===== config.mk =====
export PLATFORM = sky130hd
export DESIGN_NAME = id_ex_latch
export DESIGN_NICKNAME = d
export VERILOG_FILES = /design/src/rtl/pipe_pkg.sv /design/src/rtl/load_use_detect.sv /design/src/rtl/id_ex_latch.sv
export SDC_FILE = /design/constraint.sdc
export NUM_CORES = 1
export LEC_CHECK = 0
export BUFFER_PORTS_ARGS = -buffer_cell sky130_fd_sc_hd__buf_2
export CAP_MARGIN = 20
export CORE_UTILIZATION = 40
export DETAILED_ROUTE_END_ITERATION = 8
export PLACE_DENSITY = 0.76
export SLEW_MARGIN = 0
export SYNTH_ARGS = -nofsm -noshare
export SYNTH_HDL_FRONTEND = slang
export SYNTH_HIERARCHICAL = 1
export SYNTH_SLANG_ARGS = --single-unit

===== constraint.sdc =====
create_clock -name clk -period 2.3 [get_ports clk]
set_input_delay 0.345 -clock clk [delete_from_list [all_inputs] [get_ports clk]]
set_output_delay 0.345 -clock clk [all_outputs]
set_load 0.005 [all_outputs]

===== src/rtl/pipe_pkg.sv =====
// Shared pipeline types for the ID/EX boundary: field widths, the EX-slot
// bundle (minus the opaque control word) and its bubble value.
package pipe_pkg;

  localparam int CTRL_W = 8;
  localparam int REG_W  = 3;
  localparam int WORD_W = 16;

  typedef struct packed {
    logic              valid;
    logic [REG_W-1:0]  rs;
    logic [REG_W-1:0]  rt;
    logic              rs_v;
    logic              rt_v;
    logic              wr;
    logic [REG_W-1:0]  rd;
    logic              memrd;
    logic              memwr;
    logic              halt;
    logic [WORD_W-1:0] pc;
    logic [WORD_W-1:0] imm;
  } ex_fields_t;

  localparam ex_fields_t EX_BUBBLE = '0;

  typedef enum logic {
    ST_RUN     = 1'b0,
    ST_HALTED  = 1'b1
  } run_state_e;

endpackage


===== src/rtl/load_use_detect.sv =====
// Load-use compare between the load sitting in EX and the instruction in
// decode. R0 gets no special treatment; a store's rt counts as a use.
module load_use_detect
  import pipe_pkg::*;
(
  input  logic             ex_valid_i,
  input  logic             ex_memrd_i,
  input  logic             ex_wr_i,
  input  logic [REG_W-1:0] ex_rd_i,
  input  logic             id_valid_i,
  input  logic [REG_W-1:0] id_rs_i,
  input  logic             id_rs_v_i,
  input  logic [REG_W-1:0] id_rt_i,
  input  logic             id_rt_v_i,
  output logic             lu_o
);

  logic ex_is_load;
  logic rs_hit;
  logic rt_hit;

  assign ex_is_load = ex_valid_i & ex_memrd_i & ex_wr_i;
  assign rs_hit     = id_rs_v_i & (id_rs_i == ex_rd_i);
  assign rt_hit     = id_rt_v_i & (id_rt_i == ex_rd_i);
  assign lu_o       = ex_is_load & id_valid_i & (rs_hit | rt_hit);

endmodule


===== src/rtl/id_ex_latch.sv =====
// ID/EX pipeline register with load-use bubble insertion, stall/flush
// handling, HALT freeze and a saturating bubble counter.
//   state      | meaning
//   ST_RUN     | normal issue from decode
//   ST_HALTED  | HALT reached EX; only bubbles issue until reset
module id_ex_latch
  import pipe_pkg::*;
#(
  parameter int CTRL_W = pipe_pkg::CTRL_W,
  parameter int CNT_W  = 16
) (
  input  logic              clk,
  input  logic              rst,
  input  logic              id_valid,
  input  logic [REG_W-1:0]  id_rs,
  input  logic [REG_W-1:0]  id_rt,
  input  logic              id_rs_v,
  input  logic              id_rt_v,
  input  logic              id_wr,
  input  logic [REG_W-1:0]  id_rd,
  input  logic              id_memrd,
  input  logic              id_memwr,
  input  logic              id_halt,
  input  logic [WORD_W-1:0] id_pc,
  input  logic [WORD_W-1:0] id_imm,
  input  logic [CTRL_W-1:0] id_ctrl,
  input  logic              ex_flush,
  input  logic              mem_stall,
  output logic              stall_if_id,
  output logic              ex_valid,
  output logic [REG_W-1:0]  ex_rs,
  output logic [REG_W-1:0]  ex_rt,
  output logic              ex_rs_v,
  output logic              ex_rt_v,
  output logic              ex_wr,
  output logic [REG_W-1:0]  ex_rd,
  output logic              ex_memrd,
  output logic              ex_memwr,
  output logic              ex_halt,
  output logic [WORD_W-1:0] ex_pc,
  output logic [WORD_W-1:0] ex_imm,
  output logic [CTRL_W-1:0] ex_ctrl,
  output logic              halted,
  output logic [CNT_W-1:0]  bubble_cnt
);

  ex_fields_t        ex_q;
  ex_fields_t        id_f;
  logic [CTRL_W-1:0] ctrl_q;
  run_state_e        state_q;
  logic [CNT_W-1:0]  cnt_q;

  logic lu;
  logic load_en;
  logic clr;
  logic stall;
  logic cnt_inc;

  assign id_f = '{valid: id_valid, rs: id_rs, rt: id_rt, rs_v: id_rs_v,
                  rt_v: id_rt_v, wr: id_wr, rd: id_rd, memrd: id_memrd,
                  memwr: id_memwr, halt: id_halt, pc: id_pc, imm: id_imm};

  load_use_detect u_lud (
    .ex_valid_i (ex_q.valid),
    .ex_memrd_i (ex_q.memrd),
    .ex_wr_i    (ex_q.wr),
    .ex_rd_i    (ex_q.rd),
    .id_valid_i (id_valid),
    .id_rs_i    (id_rs),
    .id_rs_v_i  (id_rs_v),
    .id_rt_i    (id_rt),
    .id_rt_v_i  (id_rt_v),
    .lu_o       (lu)
  );

  // Single enable/clear decode; order encodes flush > stall > halted > lu.
  always_comb begin
    load_en = 1'b1;
    clr     = 1'b0;
    stall   = 1'b0;
    cnt_inc = 1'b0;
    if (ex_flush) begin
      clr = 1'b1;
    end else if (mem_stall) begin
      load_en = 1'b0;
      stall   = 1'b1;
    end else if (state_q == ST_HALTED) begin
      clr   = 1'b1;
      stall = 1'b1;
    end else if (lu) begin
      clr     = 1'b1;
      stall   = 1'b1;
      cnt_inc = 1'b1;
    end else if (!id_valid) begin
      clr = 1'b1;
    end
  end

  assign stall_if_id = stall & ~rst;

  always_ff @(posedge clk) begin
    if (rst) begin
      ex_q    <= EX_BUBBLE;
      ctrl_q  <= '0;
      state_q <= ST_RUN;
      cnt_q   <= '0;
    end else begin
      if (load_en) begin
        if (clr) begin
          ex_q   <= EX_BUBBLE;
          ctrl_q <= '0;
        end else begin
          ex_q   <= id_f;
          ctrl_q <= id_ctrl;
          if (id_halt) state_q <= ST_HALTED;
        end
      end
      if (cnt_inc && (cnt_q != {CNT_W{1'b1}}))
        cnt_q <= cnt_q + {{(CNT_W-1){1'b0}}, 1'b1};
    end
  end

  assign ex_valid   = ex_q.valid;
  assign ex_rs      = ex_q.rs;
  assign ex_rt      = ex_q.rt;
  assign ex_rs_v    = ex_q.rs_v;
  assign ex_rt_v    = ex_q.rt_v;
  assign ex_wr      = ex_q.wr;
  assign ex_rd      = ex_q.rd;
  assign ex_memrd   = ex_q.memrd;
  assign ex_memwr   = ex_q.memwr;
  assign ex_halt    = ex_q.halt;
  assign ex_pc      = ex_q.pc;
  assign ex_imm     = ex_q.imm;
  assign ex_ctrl    = ctrl_q;
  assign halted     = (state_q == ST_HALTED);
  assign bubble_cnt = cnt_q;

endmodule

==> results.ini <==
[timing]
slew_headroom=0.727
setup_tns_ps=0
hold_viol_final=0
worst_pin_slew_ps=409
setup_viol=0
skew_ps=6.30
fin_crit_ps=2110
slew_viol_final=0
clock.fmax_ghz=0.474
rsz0062_at_grt=no
final.period_utilization=0.917

[setup_path]
cp-endpoint=bubble_cnt[14]$_SDFFE_PP0P_
critPathMaxFanout=8
r2r_setup_slack_ps=190
crit_chain=xnor2_1 -> nand4_1 -> a21oi_2 -> nor4b_4 -> nand3_2 -> or4_1 -> a21oi_1
timing.rr.end=bubble_cnt[14]$_SDFFE_PP0P_
cp.arrival_ps=2360
critPathRequiredTime_ps=2550
reg2reg_from=ex_rd[0]$_SDFFE_PP0N_
slowest_stage=or4_1
endpoint_kind=flip-flop
worst_r2r_path_depth=7
crit_start=ex_rd[0]$_SDFFE_PP0N_
cpPeakStageDelay_ps=490
worstSetupPathType=flip-flop to flip-flop
cp-start-kind=flip-flop
crit_family=simple AND/OR/NAND/NOR gates
crit_buf_inv=0
path_depth=7

[clock_network]
cts_buffers=9
cts_tree=built
clkTransAtPathRegs_ps=80
htree_levels=3
clock-sinks=73
root_buffer=clkbuf_8
insertion_delay_ps=330
postCtsHoldBufs=0
cts_max_path_buffers=2

[finish]
drive_gt1_frac=0.335
fillers=655
final-seq-area_um2=1460
nets=551
syn2layout_area_growth_pct=38.6
multi_input_area_um2=1350
antennaDiodeCount=0

[placed_design]
gp_congestion=0.811
hpwl_mm=5.28
portBuffers=133

[pwr]
p_per_area_nw_per_um2=701
p_leak_nw=1.80
finalPower_mw=2.78
ir_drop_uv=407

[synthesis]
synthXorXnorAreaFrac=0.0183
synthMuxAreaShare=0.0114
synth_area_um2=2860
syn_area_per_cell_um2=8.04
synth_simple_gate_area_frac=0.269
synth_ff_type=dfxtp_1
synth-seq-cells=73
synth_compound_area_frac=0.157
synth_edf_count=0
ys_seq_area_frac=0.510
synth_top_family_by_area=simple AND/OR/NAND/NOR gates
synth_warnings=6
syn_nets=417
synthAdderAreaFrac=0.00437
syn-instance-count=356
async_reset_ff_frac=0
yosysUniqueCellTypes=31

[grt]
grt_pass1_vias=2661
grt_use_total=0.198
grt-ovfl-total=0
grt_max_degree=53
antenna_found_initial=0
grt_pass1_wl_mm=11.7

[die]
die_w_um=86.6
start_util=0.417
fp.dieH_um=86.6
dieArea_um2=7500
io_pins=134
core_area_um2=6870
rows=30

[drt]
drtIter0Drc=109
routed-via-count=2941
drtPass1Iterations=6
routed_via_density=4.98
drc=0
wl_mm=7.42
post_drt_wl_per_cell_um=12.5
final_antenna_net_count=0

[status]
status=finished clean

[run]
cap_violations=0

[min_path]
hold_path_class=input pin to flip-flop

[metal layers]
metal,GRT usage,vias to the layer above,wire [µm]
li1,-,1480,-
met1,0.223,1356,3170
met2,0.351,99,3770
met3,0.0667,6,409
met4,0.0606,0,71
met5,0,-,0
[worst register-to-register path: stages, from the launching register on]
cell and delay [ps]:
dfxtp_1 400, xnor2_1 150, nand4_1 130, a21oi_2 200
nor4b_4 340, nand3_2 190, or4_1 490, a21oi_1 150
[cells in the final DEF (no fill, tap or decap), types with 3 or more instances in the layout]
cell type / n
nor2_1: 5
clkbuf_8: 11
nand4_1: 7
o21ai_0: 4
nand3_1: 5
inv_1: 4
buf_12: 3
dfxtp_1: 73
o31ai_1: 7
nand2_1: 115
buf_2: 133
and4_1: 3
or4_1: 5
a21oi_1: 70
nor3_1: 4
nor2b_1: 3
buf_4: 6
or3_1: 6
xnor2_1: 6
bufinv_16: 3
[metrics by stage]
stage           util  worst slack, ps  hold WS [ps]  cell area (µm²)  instances
4_1_cts        0.576             91.4           235             3960        591
2_1_floorplan      -              212           441             2860        356
3_5_place_dp   0.539             31.9           440             3700        575
3_3_place_gp   0.539             97.2           435             3700        575
6_report       0.578              190           250             3970        591
5_1_grt        0.578             49.3           227             3970        591
[kinds of logic (layout without fill, tap and decap cells)]
group,count (synthesis),in the layout
flops,73,73
simple gates,165,165
xor+xnor,6,6
fa+ha+maj,1,1
mux,3,3
compound gates,85,85
buf+inv,23,162
[timing repair]
item | in CTS | in global routing
buffers inserted | 0 | 0
hold endpoints to repair | 0 | 0
setup endpoints to repair | 0 | 3
resized for setup | 0 | 2
[worst min-delay path by stage]
stage / start / to / slack, ps / depth (start not counted)
floorplan: mem_stall / ex_valid$_SDFFE_PP0N_ / 440 / 1
global placement: ex_ctrl[3]$_SDFFE_PP0N_ / ex_ctrl[3]$_SDFFE_PP0N_ / 440 / 2
detailed placement: ex_pc[4]$_SDFFE_PP0N_ / ex_pc[4]$_SDFFE_PP0N_ / 440 / 2
CTS: id_imm[3] / ex_imm[3]$_SDFFE_PP0N_ / 240 / 3
global route: id_pc[5] / ex_pc[5]$_SDFFE_PP0N_ / 230 / 3
finish: id_imm[3] / ex_imm[3]$_SDFFE_PP0N_ / 250 / 3
[sequential cells by signal, indices dropped and copies added (netlist names), 3 cells and up]
signal      count
ex_pc          16
ex_ctrl         8
ex_rt           3
ex_rs           3
ex_imm         16
bubble_cnt     16
ex_rd           3
[cell type report]
type                            count  area share
Clock buffer                       12      0.0391
Clock inverter                      4      0.0249
Inverter                            4     0.00378
Multi-Input combinational cell    260       0.340
Sequential cell                    73       0.368
Tap cell                           96      0.0303
Timing Repair Buffer              142       0.194
[synthesized netlist by cell type (3+ instances only)]
cell      count  area share
a21oi_1      71        0.12
and4_1        3      0.0092
clkbuf_1     17       0.022
dfxtp_1      73        0.51
inv_1         4      0.0052
nand2_1     115        0.15
nand2b_1      3      0.0066
nand3_1       5      0.0087
nand4_1       7       0.015
nor2_1        5      0.0066
nor2b_1       4      0.0087
nor3_1        4      0.0070
o21ai_0       4      0.0070
o31ai_1       7       0.018
or3_1         6       0.013
or4_1         5       0.013
xnor2_1       6       0.018
[report_power, final]
part	internal [mW]	switching, mW
clock network	0.783	0.460
logic	0.103	0.121
registers	1.30	0.0194
Power figures use the tool's default switching activity.
